==> config.mk <==
export PLATFORM = sky130hd
export DESIGN_NAME = hazard_scoreboard
export DESIGN_NICKNAME = d
export VERILOG_FILES = /design/src/rtl/hazard_pkg.sv /design/src/rtl/md_busy_counter.sv /design/src/rtl/hazard_scoreboard.sv
export SDC_FILE = /design/constraint.sdc
export NUM_CORES = 1
export LEC_CHECK = 0
export ABC_CLOCK_PERIOD_IN_PS = 2200
export CAP_MARGIN = 10
export CORE_MARGIN = 3
export CORE_UTILIZATION = 25
export DETAILED_ROUTE_END_ITERATION = 10
export HOLD_SLACK_MARGIN = 0.12
export SLEW_MARGIN = 20
export SYNTH_ARGS = -nofsm -noshare
export SYNTH_HDL_FRONTEND = slang
export SYNTH_SLANG_ARGS = --single-unit
==> constraint.sdc <==
create_clock -name clk -period 2.2 [get_ports clk]
set_clock_uncertainty 0.15 [all_clocks]
set_input_delay 0.22 -clock clk [delete_from_list [all_inputs] [get_ports clk]]
set_output_delay 0.22 -clock clk [all_outputs]
set_load 0.02 [all_outputs]
==> src/rtl/hazard_pkg.sv <==
// Shared constants, scoreboard entry type and match helper
// for the pipeline hazard unit and the decode controller.
package hazard_pkg;

  localparam int SB_AW = 5;
  localparam int SB_SW = 2;

  localparam logic [SB_SW-1:0] STAGE_D = 2'd0;
  localparam logic [SB_SW-1:0] STAGE_E = 2'd1;
  localparam logic [SB_SW-1:0] STAGE_M = 2'd2;
  localparam logic [SB_SW-1:0] STAGE_W = 2'd3;

  localparam logic [SB_SW-1:0] READY_ALU = 2'd1;
  localparam logic [SB_SW-1:0] READY_MEM = 2'd2;

  typedef struct packed {
    logic             valid;
    logic [SB_AW-1:0] dst;
    logic [SB_SW-1:0] ready;
  } sb_entry_t;

  // $0 is hardwired, so it never forms a dependency
  function automatic logic sb_match(
    input sb_entry_t        e,
    input logic [SB_AW-1:0] src,
    input logic             req
  );
    return req && (src != '0) &&
           e.valid && (e.dst == src);
  endfunction

endpackage

==> src/rtl/md_busy_counter.sv <==
// Multiply/divide busy timer: loads on an accepted start,
// then counts down to zero.
module md_busy_counter #(
  parameter int MD_LATENCY = 5
) (
  input  logic clk,
  input  logic reset,
  input  logic load,
  output logic busy
);

  localparam int CW = $clog2(MD_LATENCY + 1);

  logic [CW-1:0] cnt;

  always_ff @(posedge clk) begin
    if (!reset) begin
      cnt <= '0;
    end else if (load) begin
      cnt <= CW'(MD_LATENCY);
    end else if (cnt != '0) begin
      cnt <= cnt - CW'(1);
    end
  end

  assign busy = (cnt != '0);

endmodule

==> src/rtl/hazard_scoreboard.sv <==
// Pipeline hazard scoreboard: stall, forward-source and MD busy.
// HAZARD_FORWARD_EN enables bypass-aware hazards and fwd outputs.
module hazard_scoreboard
  import hazard_pkg::*;
#(
  parameter int NUM_STAGES = 4,
  parameter int REG_AW     = 5,
  parameter int STG_W      = 2,
  parameter int MD_LATENCY = 5
) (
  input  logic              clk,
  input  logic              reset,
  input  logic              flush,
  input  logic              dec_valid,
  input  logic [REG_AW-1:0] dec_src1,
  input  logic [STG_W-1:0]  dec_src1_use,
  input  logic              dec_src1_req,
  input  logic [REG_AW-1:0] dec_src2,
  input  logic [STG_W-1:0]  dec_src2_use,
  input  logic              dec_src2_req,
  input  logic [REG_AW-1:0] dec_dst,
  input  logic [STG_W-1:0]  dec_dst_ready,
  input  logic              dec_md_start,
  input  logic              dec_md_use,
  output logic              stall,
  output logic [STG_W-1:0]  fwd1_stage,
  output logic [STG_W-1:0]  fwd2_stage,
  output logic              md_busy
);

  localparam int NE = NUM_STAGES - 1;

  sb_entry_t        sb [1:NE];
  sb_entry_t        d_ent;
  logic             m1, m2;
  logic [STG_W-1:0] k1, k2, r1, r2;
  logic             haz1, haz2, md_haz;
  logic             accept;

  // scan oldest to youngest so the lowest k wins
  always_comb begin
    m1 = 1'b0;
    k1 = '0;
    r1 = '0;
    m2 = 1'b0;
    k2 = '0;
    r2 = '0;
    for (int k = NE; k >= 1; k--) begin
      if (sb_match(sb[k], dec_src1, dec_src1_req)) begin
        m1 = 1'b1;
        k1 = STG_W'(k);
        r1 = sb[k].ready;
      end
      if (sb_match(sb[k], dec_src2, dec_src2_req)) begin
        m2 = 1'b1;
        k2 = STG_W'(k);
        r2 = sb[k].ready;
      end
    end
  end

`ifdef HAZARD_FORWARD_EN
  assign haz1 = m1 &&
    (({1'b0, k1} + {1'b0, dec_src1_use}) <= {1'b0, r1});
  assign haz2 = m2 &&
    (({1'b0, k2} + {1'b0, dec_src2_use}) <= {1'b0, r2});
  assign fwd1_stage = k1;
  assign fwd2_stage = k2;
`else
  assign haz1 = m1 && (k1 <= STG_W'(NUM_STAGES - 2));
  assign haz2 = m2 && (k2 <= STG_W'(NUM_STAGES - 2));
  assign fwd1_stage = '0;
  assign fwd2_stage = '0;

  logic unused_fwd;
  assign unused_fwd = ^{dec_src1_use, dec_src2_use, r1, r2};
`endif

  assign md_haz = (dec_md_use | dec_md_start) & md_busy;
  assign stall  = dec_valid & ~flush &
                  (haz1 | haz2 | md_haz);
  assign accept = dec_valid & ~flush & ~stall;

  md_busy_counter #(
    .MD_LATENCY (MD_LATENCY)
  ) u_md (
    .clk   (clk),
    .reset (reset),
    .load  (accept & dec_md_start),
    .busy  (md_busy)
  );

  assign d_ent = '{valid: 1'b1,
                   dst:   dec_dst,
                   ready: dec_dst_ready};

  always_ff @(posedge clk) begin
    if (!reset) begin
      for (int k = 1; k <= NE; k++) begin
        sb[k] <= '0;
      end
    end else begin
      sb[1] <= (accept && (dec_dst != '0)) ? d_ent : '0;
      for (int k = 2; k <= NE; k++) begin
        sb[k] <= sb[k-1];
      end
    end
  end

endmodule

==> impl_metrics.py, run 1 <==
metrics = {
    "outcome": {
        "outcome": "finished, final reports clean",
    },
    "sta": {
        "rsz0062_at_grt": "yes",
        "finalSetupViolCount": 0,
        "final.period_utilization_pct": 97.3,
        "fin_crit_ns": 2.14,
        "max_freq_mhz": 467,
        "finalHoldViolations": 0,
        "finalMaxSlewViolations": 0,
    },
    "drt": {
        "wl_um": 2020,
        "vias_per_cell": 4.33,
        "met1_length_um": 916,
        "drc": 0,
        "antenna_left": 0,
        "drt_iter0_drc": 22,
        "wl_per_cell_um": 11.4,
        "drtPass1Iterations": 4,
        "dr_wl_met2_um": 983,
        "dr_wl_met3_um": 106,
        "vias": 767,
        "highest_layer": "met4",
    },
    "logic_synthesis": {
        "ys_types": 27,
        "yosys_warnings": 0,
        "synth_cells": 99,
        "ys_seq_area_share_pct": 33.9,
        "yosys_register_bits": 15,
        "synth_area_um2": 886,
        "avgSynthCellArea_um2": 8.95,
    },
    "critical_path": {
        "cp-startpoint": "sb[0][14]",
        "cpPeakStageDelay_ns": 0.37,
        "cp_slowest_cell": "dfxtp_4",
        "crit_path_end": "stall",
        "path_delay_family": "simple AND/OR/NAND/NOR gates",
        "path_depth": 6,
        "arrival_ns": 1.77,
        "worst-setup-path-type": "reg2out",
        "worst_setup_path_end_kind": "primary output",
        "critical_path_buf_inv_count": 1,
        "critPathLaunchType": "flop",
        "rr_worst_depth": 5,
        "r2r_setup_slack_ns": 0.48,
        "reg2reg_to": "u_md.cnt[0]",
        "path_cells": "xor2_1 -> nor4_1 -> a32oi_1 -> o221ai_2 -> and2_4 -> buf_6",
        "worstPathRequired_ns": 1.83,
        "crit_fanout": 3,
        "rr_startpoint": "sb[0][14]",
    },
    "clock_network": {
        "clock-root-buffer": "clkbuf_4",
        "post_cts_buffers": 0,
        "numCtsBuffers": 3,
        "clockBufferDepth": 2,
        "cts_sinks": 15,
        "clk_pin_slew_ns": 0.10,
        "cts_tree": "done",
        "h-tree-depth": 1,
        "insertion_delay_ns": 0.28,
    },
    "grt": {
        "grt_overflow": 0,
        "grt_pass1_wl_um": 3330,
        "grt_pass1_vias": 752,
        "grt_max_degree": 11,
        "grt_usage_pct": 10.0,
        "antenna_found_initial": 0,
    },
    "layout": {
        "antenna_cells": 0,
        "area_growth_pct": 46.2,
        "num-nets-final": 165,
        "finish.utilization_pct": 40.4,
        "drive_gt1_share_pct": 20.3,
        "finalInstanceArea_um2": 1290,
    },
    "worst_hold_path": {
        "hp-class": "in2reg",
    },
    "floorplanning": {
        "design.core.area_um2": 3200,
        "io_pins": 35,
        "die_y_um": 65.5,
        "start_util_pct": 27.7,
        "die_w_um": 65.5,
        "die_area_um2": 4290,
        "row_count": 20,
    },
    "flow_run": {
        "cap_viol_max_count": 0,
    },
    "placed_design": {
        "place_congestion": 0.821,
        "dpl_cell_area_um2": 1230,
        "hpwl_um": 1670,
        "port_buffers": 24,
    },
    "pwr": {
        "ir_worst_vdd_mv": 0.208,
        "leakagePower_nw": 0.577,
        "power.share.switching_pct": 34.2,
        "pwr-share-clk_pct": 19.2,
        "power_uw": 839,
        "p_int_uw": 552,
        "p_switching_uw": 287,
        "power.density_nw_per_um2": 648,
        "pwr-share-comb_pct": 42.1,
        "seq_power_share_pct": 38.8,
    },
}
-- synthesized netlist by cell type, drive strengths merged --
cell type / number / area, µm²
nor2b: 2 / 12.5
o21ai: 4 / 27.5
ha: 2 / 25.0
o22ai: 1 / 6.26
or4: 2 / 22.5
buf: 4 / 30.0
clkbuf: 3 / 11.3
o32a: 1 / 10.0
conb: 1 / 3.75
xnor2: 4 / 35.0
a32oi: 2 / 17.5
o221ai: 2 / 23.8
nand3: 1 / 5.00
dfxtp: 15 / 300
nor3: 6 / 35.0
inv: 8 / 30.0
nor2: 1 / 3.75
nand2: 5 / 18.8
nor3b: 1 / 7.51
and2: 9 / 56.3
nand4: 3 / 18.8
nor4: 4 / 25.0
a41o: 2 / 20.0
xor2: 16 / 140
-- cells by family after synthesis --
group,share of synthesized area [%]
other cells,0.423
buf+inv,8.05
fa+ha+maj,2.82
compound gates,11.9
simple gates,23.2
xor+xnor,19.8
flops,33.9
-- cell type report --
cell class	instances	area, µm²
clock buffer	3	22.5
sequential	15	305
timing repair buffer	34	312
multi-input combinational	72	563
inverter	8	30.0
tap	44	55.1
fill	358	1910
clock inverter	1	7.51
-- layout by cell type (no fill, tap or decap), drive strengths merged, types with 5 or more instances in the layout --
master,netlist,final
xor2,16,16
inv,8,8
nor3,6,6
dfxtp,15,15
nand2,5,5
clkdlybuf4s50,0,13
dlygate4sd2,0,8
buf,4,11
and2,9,9
-- tightest hold or removal path, stage by stage --
cell,delay [ns]
clkdlybuf4s50_1,0.40
inv_1,0.07
nor3_1,0.05
-- repair_timing --
item	CTS	global route
pin swaps	6	6
hold buffers	0	0
setup endpoints to repair	1	1
gates resized for setup	16	9
-- registers in the layout (all words and copies together) (netlist names) --
name      count
sb           12
u_md.cnt      3
-- power by group through the flow --
| stage | clock network (mW) | registers, mW | logic (mW) |
|---|---|---|---|
| 2_1_floorplan | 0 | 0.325 | 0.210 |
| 3_3_place_gp | 0 | 0.331 | 0.343 |
| 3_5_place_dp | 0 | 0.331 | 0.349 |
| 4_1_cts | 0.165 | 0.325 | 0.350 |
| 5_1_grt | 0.179 | 0.330 | 0.392 |
| 6_report | 0.161 | 0.325 | 0.353 |
-- worst min path at each step --
| stage | startpoint | end | slack (ns) | depth (start not counted) |
|---|---|---|---|---|
| global placement | u_md.cnt[0] | u_md.cnt[0] | 0.31 | 2 |
| detailed placement | sb[0][15] | sb[0][23] | 0.33 | 1 |
| floorplan | dec_dst[1] | sb[0][11] | 0.19 | 2 |
| CTS | dec_dst[4] | sb[0][14] | 0.35 | 3 |
| global route | dec_dst[2] | sb[0][12] | 0.35 | 3 |
| finish | dec_dst[4] | sb[0][14] | 0.33 | 3 |
-- stage by stage --
| step | setup WS, ns | hold slack [ns] | setup TNS, ns | instances |
|---|---|---|---|---|
| 5_1_grt | -0.0444 | 0.346 | -0.0444 | 177 |
| 6_report | 0.0583 | 0.331 | 0 | 177 |
| 3_5_place_dp | -0.497 | 0.332 | -0.497 | 173 |
| 2_1_floorplan | 0.304 | 0.190 | 0 | 102 |
| 4_1_cts | 0.00832 | 0.345 | 0 | 177 |
| 3_3_place_gp | -0.488 | 0.315 | -0.488 | 173 |
-- per-layer routing --
metal	global-route usage [%]	vias to the layer above
li1	-	401
met1	13.2	345
met2	16.3	19
met3	2.05	2
met4	3.11	0
met5	0	-
(Power assumes the default switching activity.)
==> run 2, diff against run 1 <==
- CORE_MARGIN: 3 -> 2
==> impl_metrics.py, run 2 (synthesized netlist as in run 1, its figures left out) <==
metrics = {
    "clock_network": {
        "clk_pin_slew_ns": 0.09,
        "cts_tree": "done",
        "cts_sinks": 15,
        "insertion_delay_ns": 0.28,
        "post_cts_buffers": 0,
        "clockBufferDepth": 2,
        "h-tree-depth": 1,
        "numCtsBuffers": 3,
        "clock-root-buffer": "clkbuf_4",
        "cts_hold_buffers": 0,
    },
    "layout": {
        "reg_top3": "sb (12), u_md.cnt (3)",
        "drive_gt1_share_pct": 19.4,
        "finish.utilization_pct": 38.3,
        "final_cell_mix": "xor2_1, clkdlybuf4s50_1, dfxtp_1",
        "layout_commonest_cell": "xor2_1",
        "layout.area.seq_um2": 303,
        "largest_register_ffs": 12,
        "area_growth_pct": 45.5,
        "nFillCells": 365,
        "antenna_cells": 0,
        "multi_input_area_um2": 549,
        "num-nets-final": 166,
        "top_register": "sb",
    },
    "floorplanning": {
        "start_util_pct": 26.3,
        "design.core.area_um2": 3360,
        "die_w_um": 63.5,
        "row_count": 21,
        "die_area_um2": 4040,
        "die_y_um": 63.5,
        "io_pins": 35,
    },
    "critical_path": {
        "crit_fanout": 2,
        "path_cells": "clkdlybuf4s50_1 -> or4_4 -> o21ai_4 -> o221ai_2 -> and2_1 -> buf_4",
        "critPathLaunchType": "primary input",
        "critical_path_buf_inv_count": 2,
        "worst-setup-path-type": "in2out",
        "arrival_ns": 1.80,
        "cp_slowest_cell": "or4_4",
        "cpPeakStageDelay_ns": 0.53,
        "worstPathRequired_ns": 1.83,
        "worst_setup_path_end_kind": "primary output",
        "path_delay_family": "simple AND/OR/NAND/NOR gates",
    },
    "placed_design": {
        "place_congestion": 0.761,
        "dp_slack_ns": -0.513,
        "port_buffers": 24,
        "hpwl_um": 1560,
    },
    "sta": {
        "final.period_utilization_pct": 98.8,
        "rsz0062_at_grt": "yes",
        "finalSetupViolCount": 0,
        "finalMaxSlewViolations": 0,
        "finalHoldViolations": 0,
        "fin_crit_ns": 2.17,
        "worst_slack_ns": 0.0275,
        "fin_tns_setup_ns": 0,
        "max_freq_mhz": 460,
        "holdWs_ns": 0.343,
    },
    "pwr": {
        "power.density_nw_per_um2": 650,
        "leakagePower_nw": 0.588,
        "ir_worst_vdd_mv": 0.320,
    },
    "grt": {
        "grt_pass1_vias": 718,
        "antenna_found_initial": 0,
        "grt_max_degree": 11,
        "grt_pass1_wl_um": 3110,
        "grt_overflow": 0,
        "grt_usage_pct": 9.82,
    },
    "flow_run": {
        "cap_viol_max_count": 0,
    },
    "drt": {
        "drtPass1Iterations": 4,
        "wl_um": 1910,
        "vias_per_cell": 4.24,
        "vias": 763,
        "drc": 0,
        "drt_iter0_drc": 14,
        "antenna_left": 0,
        "wl_per_cell_um": 10.6,
    },
    "outcome": {
        "outcome": "finished, final reports clean",
    },
    "worst_hold_path": {
        "hp-class": "in2reg",
    },
}
-- run 2: what timing repair did --
action | in CTS | in global routing
setup endpoints to repair | 1 | 2
pin swaps | 7 | 9
resized for setup | 14 | 7
endpoints found under the hold margin | 0 | 0
-- run 2: metrics by stage --
step	area, µm²	instances	total power, mW
2_1_floorplan	897	102	0.535
3_3_place_gp	1240	176	0.675
3_5_place_dp	1240	176	0.684
4_1_cts	1260	180	0.839
5_1_grt	1290	180	0.903
6_report	1290	180	0.837
-- run 2: worst paths after layout --
check                           slack, ns          end  cells past startpoint        start
worst max-delay path                 0.03        stall                      6  dec_src2[0]
worst min-delay path                 0.34    sb[0][14]                      3   dec_dst[4]
worst max register to register       0.48  u_md.cnt[0]                      5    sb[0][19]
worst min register to register       0.36  u_md.cnt[0]                      2  u_md.cnt[0]
-- run 2: where the power goes --
| part | internal (mW) | switching [mW] |
|---|---|---|
| Combinational | 0.180 | 0.172 |
| Clock | 0.0688 | 0.0901 |
| Sequential | 0.303 | 0.0232 |
| Total | 0.552 | 0.286 |
-- run 2: cell type report --
cell class                 count  area share, %
clock buffer                   3           1.75
clock inverter                 1          0.583
inverter                       8           2.33
multi-input combinational     72           42.6
sequential                    15           23.5
tap                           46           4.47
timing repair buffer          35           24.8
-- run 2: per-layer routing --
| layer | vias to the layer above | routed length, µm | track usage, % |
|---|---|---|---|
| met2 | 18 | 880 | 16.1 |
| met3 | 2 | 108 | 2.68 |
| met4 | 0 | 21 | 4.08 |
| li1 | 403 | - | - |
| met1 | 340 | 905 | 12.1 |
| met5 | - | 0 | 0 |
-- run 2: worst min-delay path, delay by kind of cell --
family	cells	cell delay (ns)
buffers and inverters	2	0.46
AND/OR/NAND/NOR	1	0.05
==> run 3, diff against run 2 <==
- CTS_CLUSTER_DIAMETER: not set -> 200
- SKIP_CTS_REPAIR_TIMING: not set -> 1
==> impl_metrics.py, run 3 (synthesized netlist as in run 1, its figures left out) <==
metrics = {
    "clock_network": {
        "clk_pin_slew_ns": 0.09,
        "cts_tree": "done",
        "clock-root-buffer": "clkbuf_4",
        "clockBufferDepth": 2,
        "insertion_delay_ns": 0.28,
        "numCtsBuffers": 3,
        "cts_sinks": 15,
        "h-tree-depth": 1,
    },
    "critical_path": {
        "worst-setup-path-type": "reg2out",
        "critPathLaunchType": "flop",
        "arrival_ns": 1.78,
        "critical_path_buf_inv_count": 1,
        "cpPeakStageDelay_ns": 0.36,
        "crit_fanout": 3,
        "path_delay_family": "simple AND/OR/NAND/NOR gates",
        "worstPathRequired_ns": 1.83,
        "cp_slowest_cell": "dfxtp_1",
        "worst_setup_path_end_kind": "primary output",
        "path_cells": "xor2_1 -> nor4_2 -> a32oi_1 -> o221ai_2 -> and2_1 -> buf_4",
    },
    "placed_design": {
        "hpwl_um": 1560,
        "dp_cells": 176,
        "port_buffers": 24,
        "place_congestion": 0.761,
    },
    "layout": {
        "reg_top3": "sb (12), u_md.cnt (3)",
        "multi_input_area_um2": 542,
        "layout_commonest_cell": "xor2_1",
        "finish.utilization_pct": 39.2,
        "area_growth_pct": 48.9,
        "antenna_cells": 0,
        "layout.area.seq_um2": 304,
        "largest_register_ffs": 12,
        "final_cell_mix": "xor2_1, buf_4, clkdlybuf4s50_1, dfxtp_1, dlymetal6s2s_1",
        "nFillCells": 363,
        "num-nets-final": 167,
        "top_register": "sb",
        "drive_gt1_share_pct": 20.7,
        "fin_cells": 181,
    },
    "grt": {
        "grt_pass1_vias": 737,
        "grt_pass1_wl_um": 3170,
        "grt_usage_pct": 9.97,
        "grt_max_degree": 11,
        "antenna_found_initial": 0,
        "grt_overflow": 0,
    },
    "floorplanning": {
        "die_area_um2": 4040,
        "row_count": 21,
        "start_util_pct": 26.3,
        "die_y_um": 63.5,
        "design.core.area_um2": 3360,
        "die_w_um": 63.5,
        "io_pins": 35,
    },
    "drt": {
        "vias_per_cell": 4.28,
        "drc": 0,
        "drt_iter0_drc": 20,
        "vias": 774,
        "antenna_left": 0,
        "wl_per_cell_um": 10.8,
        "drtPass1Iterations": 4,
        "wl_um": 1960,
    },
    "worst_hold_path": {
        "hp-class": "in2reg",
    },
    "sta": {
        "max_freq_mhz": 466,
        "finalHoldViolations": 0,
        "finalSetupViolCount": 0,
        "holdWs_ns": 0.345,
        "final.period_utilization_pct": 97.5,
        "finalMaxSlewViolations": 0,
        "fin_crit_ns": 2.15,
        "rsz0062_at_grt": "yes",
    },
    "outcome": {
        "outcome": "finished, final reports clean",
    },
    "pwr": {
        "leakagePower_nw": 0.655,
        "power.density_nw_per_um2": 637,
        "ir_worst_vdd_mv": 0.320,
    },
    "flow_run": {
        "cap_viol_max_count": 0,
    },
}
run 3: changes by cell type in the layout (fill, tap and decap cells not counted), sizes merged:
cell	change
buf	+1
dlygate4sd2	-7
dlymetal6s2s	+8
clkdlybuf4s50	-1
run 3: through the flow:
step / power, mW / cell area [µm²] / setup TNS, ns / worst slack, ns
4_1_cts: 0.843 / 1270 / -0.529 / -0.529
6_report: 0.840 / 1320 / 0 / 0.0540
3_3_place_gp: 0.675 / 1240 / -0.484 / -0.484
3_5_place_dp: 0.684 / 1240 / -0.513 / -0.513
2_1_floorplan: 0.535 / 897 / 0 / 0.304
5_1_grt: 0.905 / 1320 / -0.0375 / -0.0375
run 3: final cells by class:
cell class / count / area share [%]
multi-input combinational: 72 / 41.1
timing repair buffer: 36 / 26.9
sequential: 15 / 23.1
tap: 46 / 4.36
inverter: 8 / 2.28
clock buffer: 3 / 1.71
clock inverter: 1 / 0.569
run 3: per-layer routing:
metal / part of all wire, % / vias to the layer above / track usage, %
li1: - / 403 / -
met1: 47 / 351 / 12.4
met2: 47 / 18 / 16.2
met3: 5.1 / 2 / 2.68
met4: 1.1 / 0 / 4.08
met5: 0 / - / 0
run 3: worst reg2reg max path, cell delays in order (launching register included):
cell and delay (ns):
dfxtp_2 0.35, xor2_1 0.14, nor4_1 0.31, a32oi_1 0.13, buf_4 0.16, o22ai_1 0.29, o221ai_1 0.15
run 3: final timing paths:
path | start | end | slack [ns] | cells after the start
worst min register to register | u_md.cnt[0] | u_md.cnt[0] | 0.36 | 2
worst min-delay path | dec_dst[2] | sb[0][12] | 0.34 | 3
worst max-delay path | sb[0][13] | stall | 0.05 | 6
worst max register to register | sb[0][19] | u_md.cnt[0] | 0.41 | 6
run 3: report_power, final:
part / switching [mW] / leakage [nW] / internal, mW
logic: 0.172 / 0.518 / 0.182
clock network: 0.0901 / 0.0139 / 0.0688
registers: 0.0233 / 0.124 / 0.303
